$ cat src/rtl/alu_pkg.sv
// Shared constants for the ALU issue unit: datapath sizes, ALU opcodes,
// instruction kinds and FSM state encoding.
package alu_pkg;

    localparam int unsigned DATA_W = 16;
    localparam int unsigned NREGS  = 8;
    localparam int unsigned RA_W   = 3;

    localparam logic [2:0] OP_ADD   = 3'd0;
    localparam logic [2:0] OP_DBLA  = 3'd1;
    localparam logic [2:0] OP_INCB  = 3'd2;
    localparam logic [2:0] OP_BSUBQ = 3'd3;
    localparam logic [2:0] OP_AND   = 3'd4;
    localparam logic [2:0] OP_OR    = 3'd5;
    localparam logic [2:0] OP_NOTB  = 3'd6;
    localparam logic [2:0] OP_ZERO  = 3'd7;

    localparam logic KIND_ALU = 1'b0;
    localparam logic KIND_LDI = 1'b1;

    typedef enum logic [1:0] {
        ST_IDLE = 2'd0,
        ST_EXEC = 2'd1,
        ST_WB   = 2'd2
    } state_t;

endpackage

$ cat src/rtl/alu_issue_unit_if.sv
// Instruction handshake, ALU operand/result bus, write-back strobe and debug
// read port of the issue unit. slave = the issue unit, master = its environment.
interface alu_issue_unit_if;
    import alu_pkg::*;

    logic              instr_valid;
    logic              instr_ready;
    logic              instr_kind;
    logic [2:0]        instr_opcode;
    logic [RA_W-1:0]   instr_dst;
    logic [RA_W-1:0]   instr_srca;
    logic [RA_W-1:0]   instr_srcb;
    logic              instr_cin;
    logic [DATA_W-1:0] instr_imm;

    logic [DATA_W-1:0] alu_a;
    logic [DATA_W-1:0] alu_b;
    logic              alu_c;
    logic [2:0]        alu_opcode;
    logic [DATA_W-1:0] alu_out;
    logic              alu_zer;
    logic              alu_neg;

    logic              res_valid;
    logic [DATA_W-1:0] res_data;
    logic              flag_z;
    logic              flag_n;

    logic [RA_W-1:0]   dbg_addr;
    logic [DATA_W-1:0] dbg_data;

    modport slave (
        input  instr_valid, instr_kind, instr_opcode, instr_dst, instr_srca,
               instr_srcb, instr_cin, instr_imm, alu_out, alu_zer, alu_neg, dbg_addr,
        output instr_ready, alu_a, alu_b, alu_c, alu_opcode, res_valid, res_data,
               flag_z, flag_n, dbg_data
    );

    modport master (
        output instr_valid, instr_kind, instr_opcode, instr_dst, instr_srca,
               instr_srcb, instr_cin, instr_imm, alu_out, alu_zer, alu_neg, dbg_addr,
        input  instr_ready, alu_a, alu_b, alu_c, alu_opcode, res_valid, res_data,
               flag_z, flag_n, dbg_data
    );

endinterface

$ cat src/rtl/alu_regfile.sv
// Register file: one synchronous write port, two asynchronous operand read
// ports and an asynchronous debug read port; all entries reset to zero.
module alu_regfile #(
    parameter int unsigned DATA_W = 16,
    parameter int unsigned NREGS  = 8,
    parameter int unsigned RA_W   = 3
) (
    input  logic              clk,
    input  logic              rst,
    input  logic              we,
    input  logic [RA_W-1:0]   waddr,
    input  logic [DATA_W-1:0] wdata,
    input  logic [RA_W-1:0]   ra_addr,
    output logic [DATA_W-1:0] ra_data,
    input  logic [RA_W-1:0]   rb_addr,
    output logic [DATA_W-1:0] rb_data,
    input  logic [RA_W-1:0]   dbg_addr,
    output logic [DATA_W-1:0] dbg_data
);

    logic [DATA_W-1:0] mem [NREGS];

    always_ff @(posedge clk or posedge rst) begin
        if (rst) begin
            for (int unsigned i = 0; i < NREGS; i++) begin
                mem[i] <= '0;
            end
        end else if (we) begin
            mem[waddr] <= wdata;
        end
    end

    assign ra_data  = mem[ra_addr];
    assign rb_data  = mem[rb_addr];
    assign dbg_data = mem[dbg_addr];

endmodule

$ cat src/rtl/alu_issue_unit.sv
// Sequential front-end for the combinational ALU: accepts one instruction,
// drives registered operands, captures the result and writes it back.
module alu_issue_unit
    import alu_pkg::*;
(
    input  logic             clk,
    input  logic             rst,
    alu_issue_unit_if.slave  bus
);

    state_t            state;
    state_t            next_state;
    logic              accept;
    logic              capture;
    logic              wb_en;
    logic              ready_d;
    logic              kind_q;
    logic [RA_W-1:0]   dst_q;
    logic [DATA_W-1:0] imm_q;
    logic [DATA_W-1:0] rf_a;
    logic [DATA_W-1:0] rf_b;

    alu_regfile #(
        .DATA_W (DATA_W),
        .NREGS  (NREGS),
        .RA_W   (RA_W)
    ) u_regfile (
        .clk      (clk),
        .rst      (rst),
        .we       (wb_en),
        .waddr    (dst_q),
        .wdata    (bus.res_data),
        .ra_addr  (bus.instr_srca),
        .ra_data  (rf_a),
        .rb_addr  (bus.instr_srcb),
        .rb_data  (rf_b),
        .dbg_addr (bus.dbg_addr),
        .dbg_data (bus.dbg_data)
    );

    always_ff @(posedge clk or posedge rst) begin
        if (rst) begin
            state <= ST_IDLE;
        end else begin
            state <= next_state;
        end
    end

    always_comb begin
        next_state = state;
        case (state)
            ST_IDLE: if (bus.instr_valid) next_state = ST_EXEC;
            ST_EXEC: next_state = ST_WB;
            ST_WB:   next_state = ST_IDLE;
            default: next_state = ST_IDLE;
        endcase
    end

    // ready_d is the value instr_ready takes after this edge, so it tracks IDLE exactly
    always_comb begin
        accept  = 1'b0;
        capture = 1'b0;
        wb_en   = 1'b0;
        ready_d = 1'b0;
        case (state)
            ST_IDLE: begin
                accept  = bus.instr_valid;
                ready_d = !bus.instr_valid;
            end
            ST_EXEC: capture = 1'b1;
            ST_WB: begin
                wb_en   = 1'b1;
                ready_d = 1'b1;
            end
            default: ready_d = 1'b1;
        endcase
    end

    always_ff @(posedge clk or posedge rst) begin
        if (rst) begin
            bus.instr_ready <= 1'b1;
            bus.alu_a       <= '0;
            bus.alu_b       <= '0;
            bus.alu_c       <= 1'b0;
            bus.alu_opcode  <= '0;
            bus.res_valid   <= 1'b0;
            bus.res_data    <= '0;
            bus.flag_z      <= 1'b0;
            bus.flag_n      <= 1'b0;
            kind_q          <= KIND_ALU;
            dst_q           <= '0;
            imm_q           <= '0;
        end else begin
            bus.instr_ready <= ready_d;
            bus.res_valid   <= capture;
            if (accept) begin
                kind_q <= bus.instr_kind;
                dst_q  <= bus.instr_dst;
                imm_q  <= bus.instr_imm;
                if (bus.instr_kind == KIND_ALU) begin
                    bus.alu_a      <= rf_a;
                    bus.alu_b      <= rf_b;
                    bus.alu_opcode <= bus.instr_opcode;
                    bus.alu_c      <= (bus.instr_opcode == OP_ADD) ? bus.instr_cin : 1'b0;
                end
            end
            // load-immediate leaves the ALU flags untouched
            if (capture) begin
                if (kind_q == KIND_ALU) begin
                    bus.res_data <= bus.alu_out;
                    bus.flag_z   <= bus.alu_zer;
                    bus.flag_n   <= bus.alu_neg;
                end else begin
                    bus.res_data <= imm_q;
                end
            end
        end
    end

endmodule
$ cat src/flat_wrapper.sv
// flat-port wrapper written by rule: the top's interface ports become plain ports
module alu_issue_unit_flat import alu_pkg::*;
  (clk, rst, bus_instr_valid, bus_instr_kind, bus_instr_opcode, bus_instr_dst, bus_instr_srca, bus_instr_srcb, bus_instr_cin, bus_instr_imm, bus_alu_out, bus_alu_zer, bus_alu_neg, bus_dbg_addr, bus_instr_ready, bus_alu_a, bus_alu_b, bus_alu_c, bus_alu_opcode, bus_res_valid, bus_res_data, bus_flag_z, bus_flag_n, bus_dbg_data);
  alu_issue_unit_if bus_i ();
  input  logic clk;
  input  logic rst;
  input wire logic [$bits(bus_i.instr_valid)-1:0] bus_instr_valid;
  input wire logic [$bits(bus_i.instr_kind)-1:0] bus_instr_kind;
  input wire logic [$bits(bus_i.instr_opcode)-1:0] bus_instr_opcode;
  input wire logic [$bits(bus_i.instr_dst)-1:0] bus_instr_dst;
  input wire logic [$bits(bus_i.instr_srca)-1:0] bus_instr_srca;
  input wire logic [$bits(bus_i.instr_srcb)-1:0] bus_instr_srcb;
  input wire logic [$bits(bus_i.instr_cin)-1:0] bus_instr_cin;
  input wire logic [$bits(bus_i.instr_imm)-1:0] bus_instr_imm;
  input wire logic [$bits(bus_i.alu_out)-1:0] bus_alu_out;
  input wire logic [$bits(bus_i.alu_zer)-1:0] bus_alu_zer;
  input wire logic [$bits(bus_i.alu_neg)-1:0] bus_alu_neg;
  input wire logic [$bits(bus_i.dbg_addr)-1:0] bus_dbg_addr;
  output wire logic [$bits(bus_i.instr_ready)-1:0] bus_instr_ready;
  output wire logic [$bits(bus_i.alu_a)-1:0] bus_alu_a;
  output wire logic [$bits(bus_i.alu_b)-1:0] bus_alu_b;
  output wire logic [$bits(bus_i.alu_c)-1:0] bus_alu_c;
  output wire logic [$bits(bus_i.alu_opcode)-1:0] bus_alu_opcode;
  output wire logic [$bits(bus_i.res_valid)-1:0] bus_res_valid;
  output wire logic [$bits(bus_i.res_data)-1:0] bus_res_data;
  output wire logic [$bits(bus_i.flag_z)-1:0] bus_flag_z;
  output wire logic [$bits(bus_i.flag_n)-1:0] bus_flag_n;
  output wire logic [$bits(bus_i.dbg_data)-1:0] bus_dbg_data;
  assign bus_i.instr_valid = bus_instr_valid;
  assign bus_i.instr_kind = bus_instr_kind;
  assign bus_i.instr_opcode = bus_instr_opcode;
  assign bus_i.instr_dst = bus_instr_dst;
  assign bus_i.instr_srca = bus_instr_srca;
  assign bus_i.instr_srcb = bus_instr_srcb;
  assign bus_i.instr_cin = bus_instr_cin;
  assign bus_i.instr_imm = bus_instr_imm;
  assign bus_i.alu_out = bus_alu_out;
  assign bus_i.alu_zer = bus_alu_zer;
  assign bus_i.alu_neg = bus_alu_neg;
  assign bus_i.dbg_addr = bus_dbg_addr;
  assign bus_instr_ready = bus_i.instr_ready;
  assign bus_alu_a = bus_i.alu_a;
  assign bus_alu_b = bus_i.alu_b;
  assign bus_alu_c = bus_i.alu_c;
  assign bus_alu_opcode = bus_i.alu_opcode;
  assign bus_res_valid = bus_i.res_valid;
  assign bus_res_data = bus_i.res_data;
  assign bus_flag_z = bus_i.flag_z;
  assign bus_flag_n = bus_i.flag_n;
  assign bus_dbg_data = bus_i.dbg_data;
  alu_issue_unit u_core (.clk(clk), .rst(rst), .bus(bus_i));
endmodule
$ cat config.mk
export PLATFORM = sky130hd
export DESIGN_NAME = alu_issue_unit_flat
export DESIGN_NICKNAME = d
export VERILOG_FILES = /design/src/rtl/alu_pkg.sv /design/src/rtl/alu_issue_unit_if.sv /design/src/rtl/alu_regfile.sv /design/src/rtl/alu_issue_unit.sv /design/src/flat_wrapper.sv
export SDC_FILE = /design/constraint.sdc
export NUM_CORES = 1
export LEC_CHECK = 0
export CORE_MARGIN = 2
export CORE_UTILIZATION = 51
export CTS_CLUSTER_SIZE = 10
export DETAILED_ROUTE_END_ITERATION = 10
export GPL_ROUTABILITY_DRIVEN = 0
export HOLD_SLACK_MARGIN = 0.08
export PLACE_DENSITY_LB_ADDON = 0.05
export SLEW_MARGIN = 15
export SYNTH_ARGS = -nofsm -noshare
export SYNTH_HDL_FRONTEND = slang
export SYNTH_SLANG_ARGS = --single-unit
$ cat constraint.sdc
create_clock -name clk -period 7 [get_ports clk]
set_input_delay 1.05 -clock clk [delete_from_list [all_inputs] [get_ports clk]]
set_output_delay 1.05 -clock clk [all_outputs]
set_load 0.02 [all_outputs]
==> impl_results.md <==
- Initial Util: roughly 52%
- Largest net degree at the start of global routing: approximately 150
- Clk_skew: ~0.013 ns
- Die height: between 150 and 200 um
- Library cells used by synthesis: 32
- Main synth FF type: dfrtp_1
- PortBufs: between 100 and 150
- RSZ-0062 raised after global routing: no
- Synthesized instance count: approximately 810
- DRT iter0 DRCs: between 300 and 400
- Cells resized by post-CTS repair: 0
- Max Root-Sink Buffers: 3
- Initial antenna violation count: 0
- Most frequent cells in the layout: 217 x mux2_2, 205 x dfrtp_1, 122 x clkdlybuf4s50_1, 80 x mux2i_1, 52 x nand2_1
- Core Region: ~21000 um2
- Outcome: complete, no violations
- I/O pin cnt: 126
- Clock Tree Root: clkbuf_16
- Final hold viol count: 0
- Worst endpoint required time: 5.95 ns
- ANT nets after route: 0
- Kind of critical path: in2out
- Flops & latches, synth: between 200 and 250
- Slowest stage delay, CP: 1.27 ns
- Clk Latency, worst-skew pair: about 0.53 ns
- Max-slew violations: 0
- Commonest non-fill, non-tap cell in the layout: mux2_2
- First-pass iteration count of the detailed router: 7
- First-pass GRT wire length: between 40 and 50 mm
- Most used cell, CP: clkdlybuf4s50_1
- Nets@finish: between 900 and 1000
- CP Launch Type: primary input
- Drc violations: 0
- Hpwl dp: between 15 and 20 mm
- CP max FO: 16
- Hold Buf Count CTS: 0
- Vias in the first global route: 7627
- Die span in x: ~150 um
- P&R area growth vs syn: 18.60%
- Hold Path Class: reg2reg
- Tot Pwr: approximately 5000 uW
- # Max-Cap Violations: 0
- Post-synthesis sequential area ratio: a little under half
- TritonCTS clock tree: yes
- DR vias/cell: between 6 and 7
- CP Capture Type: output port
- Setup TNS: 0 ns
- Tightest Pin Transition: between 1 and 1.5 ns
- Worst-path cell chain: clkdlybuf4s50_1 -> mux2_2 -> clkdlybuf4s50_1
- Antenna cells: 0
- Synth warnings: 0
- Gr ovfl total: 0
- CP arrival: between 3 and 4 ns
- H-tree depth: 1
- Syn_area_per_cell: around 14 um2
- Crit share post-route: a little over three fifths
- Max-slew headroom: between 10% and 20%
- Leakage power: roughly 0.0058 uW
- Wire per inst: 23.61 um
- Post-synth EDFFs: 0
- Area of the die: 22620 um2
- Row count: 53
- CTS sink cnt: around 210
- Clock-pin slew on the worst setup and hold paths: 0.05 ns
- Netlist Area Pre-Place: 10930 um2
- Crit-path slowest cell: clkdlybuf4s50_1
- Peak supply drop: around 0.21 mV
- CTS buffer count: 25
- GRT Total Usage: 25.37%
- Post-layout min period: about 4.4 ns
- Via count: around 7400
- Share of synthesized flip-flops with an asynchronous set or reset: 100.0%
- Post-Route WL: roughly 28 mm
- Power per cell area: approximately 400 nW/um2
- Postcts setup bufs: 0
- Syn nets: ~860
- Finish-stage setup viols: 0
- Share of layout cells above drive strength 1: 35.46%
- FMAX: 227.8 MHz
## cells in the mapped netlist (2+ instances only)
| cell | count | area share (%) |
|---|---|---|
| o22ai_1 | 32 | 1.8 |
| mux2i_1 | 80 | 7.3 |
| mux2_2 | 217 | 22 |
| o21ai_0 | 17 | 0.78 |
| a22o_1 | 32 | 2.6 |
| nand2_1 | 52 | 1.8 |
| mux4_2 | 32 | 6.6 |
| o31ai_1 | 32 | 2.2 |
| buf_6 | 8 | 0.82 |
| buf_2 | 24 | 1.1 |
| nor2_1 | 4 | 0.14 |
| nor3b_4 | 2 | 0.34 |
| dfrtp_1 | 205 | 47 |
| mux2_1 | 2 | 0.21 |
| nor2b_1 | 3 | 0.17 |
| inv_1 | 3 | 0.10 |
| clkbuf_1 | 25 | 0.86 |
| buf_4 | 4 | 0.27 |
| nand2b_1 | 4 | 0.23 |
| nand3b_4 | 3 | 0.55 |
| mux2_4 | 13 | 1.8 |
## worst paths after layout
kind	start	endpoint	cells past startpoint	slack (ns)
min	u_core.bus.alu_c$_DFFE_PP0P_	u_core.bus.alu_c$_DFFE_PP0P_	2	0.48
min reg2reg	u_core.bus.alu_c$_DFFE_PP0P_	u_core.bus.alu_c$_DFFE_PP0P_	2	0.48
min in group asynchronous	rst	u_core.bus.flag_n$_DFFE_PP0P_	2	1.16
max reg2reg	u_core.state[0]$_DFFE_PP0P_	u_core.u_regfile.mem[76]$_DFFE_PP0P_	3	4.80
max	bus_dbg_addr[2]	bus_dbg_data[14]	3	2.61
max in group asynchronous	rst	u_core.u_regfile.mem[98]$_DFFE_PP0P_	3	4.38
## cell families after synthesis
family / count (synthesis) / synth area share (%)
mux: 344 / 38.26
flops: 206 / 47.16
compound gates: 115 / 7.507
simple gates: 74 / 3.697
buf+inv: 66 / 3.376
## area by class of cell
type | instances | area, um2
tap | 275 | 344.1
inverter | 3 | 18.77
clock buffer | 31 | 668.1
timing repair buffer | 136 | 1319
fill | 1639 | 8055
clock inverter | 2 | 28.78
sequential | 206 | 5156
multi-input combinational | 533 | 5431
## sequential cells by signal, indices dropped and copies added, names as in the netlist, 2 cells and up
register / cells
u_core.state: 2
u_core.imm_q: 16
u_core.bus.res_data: 16
u_core.u_regfile.mem: 128
u_core.bus.alu_opcode: 3
u_core.bus.alu_a: 16
u_core.dst_q: 3
u_core.bus.alu_b: 16
## report_power, final
group / leakage [uW] / internal (uW) / total (uW) / switching [uW]
Combinational: 0.00287 / 1080 / 1810 / 731
Clock: 0.000341 / 664 / 1140 / 474
Sequential: 0.00262 / 1660 / 2200 / 542
## per-stage QoR
step	hold slack, ns	area, um2	cells	setup slack (ns)	util (%)
after global routing	0.5021	12970	1186	2.590	61.68
after floorplan	0.4805	10930	805	0.3275	-
after detailed placement	0.4662	12270	1153	2.612	58.37
after global placement	0.4625	12270	1153	2.625	58.37
after CTS	0.4787	12970	1186	2.613	61.68
final	0.4757	12970	1186	2.610	61.68
## routing by layer
layer | GRT usage [%] | part of all wire [%] | wire, um
met1 | 34.90 | 44 | 12230
met2 | 40.84 | 48 | 13310
met5 | 0 | 0 | 0
met3 | 4.515 | 6.0 | 1671
met4 | 8.585 | 2.8 | 782
## critical path: cells and delay by family
kind | cells | cell delay [ns]
multiplexers | 1 | 0.44
buffers and inverters | 2 | 1.83
(Power assumes the default switching activity.)
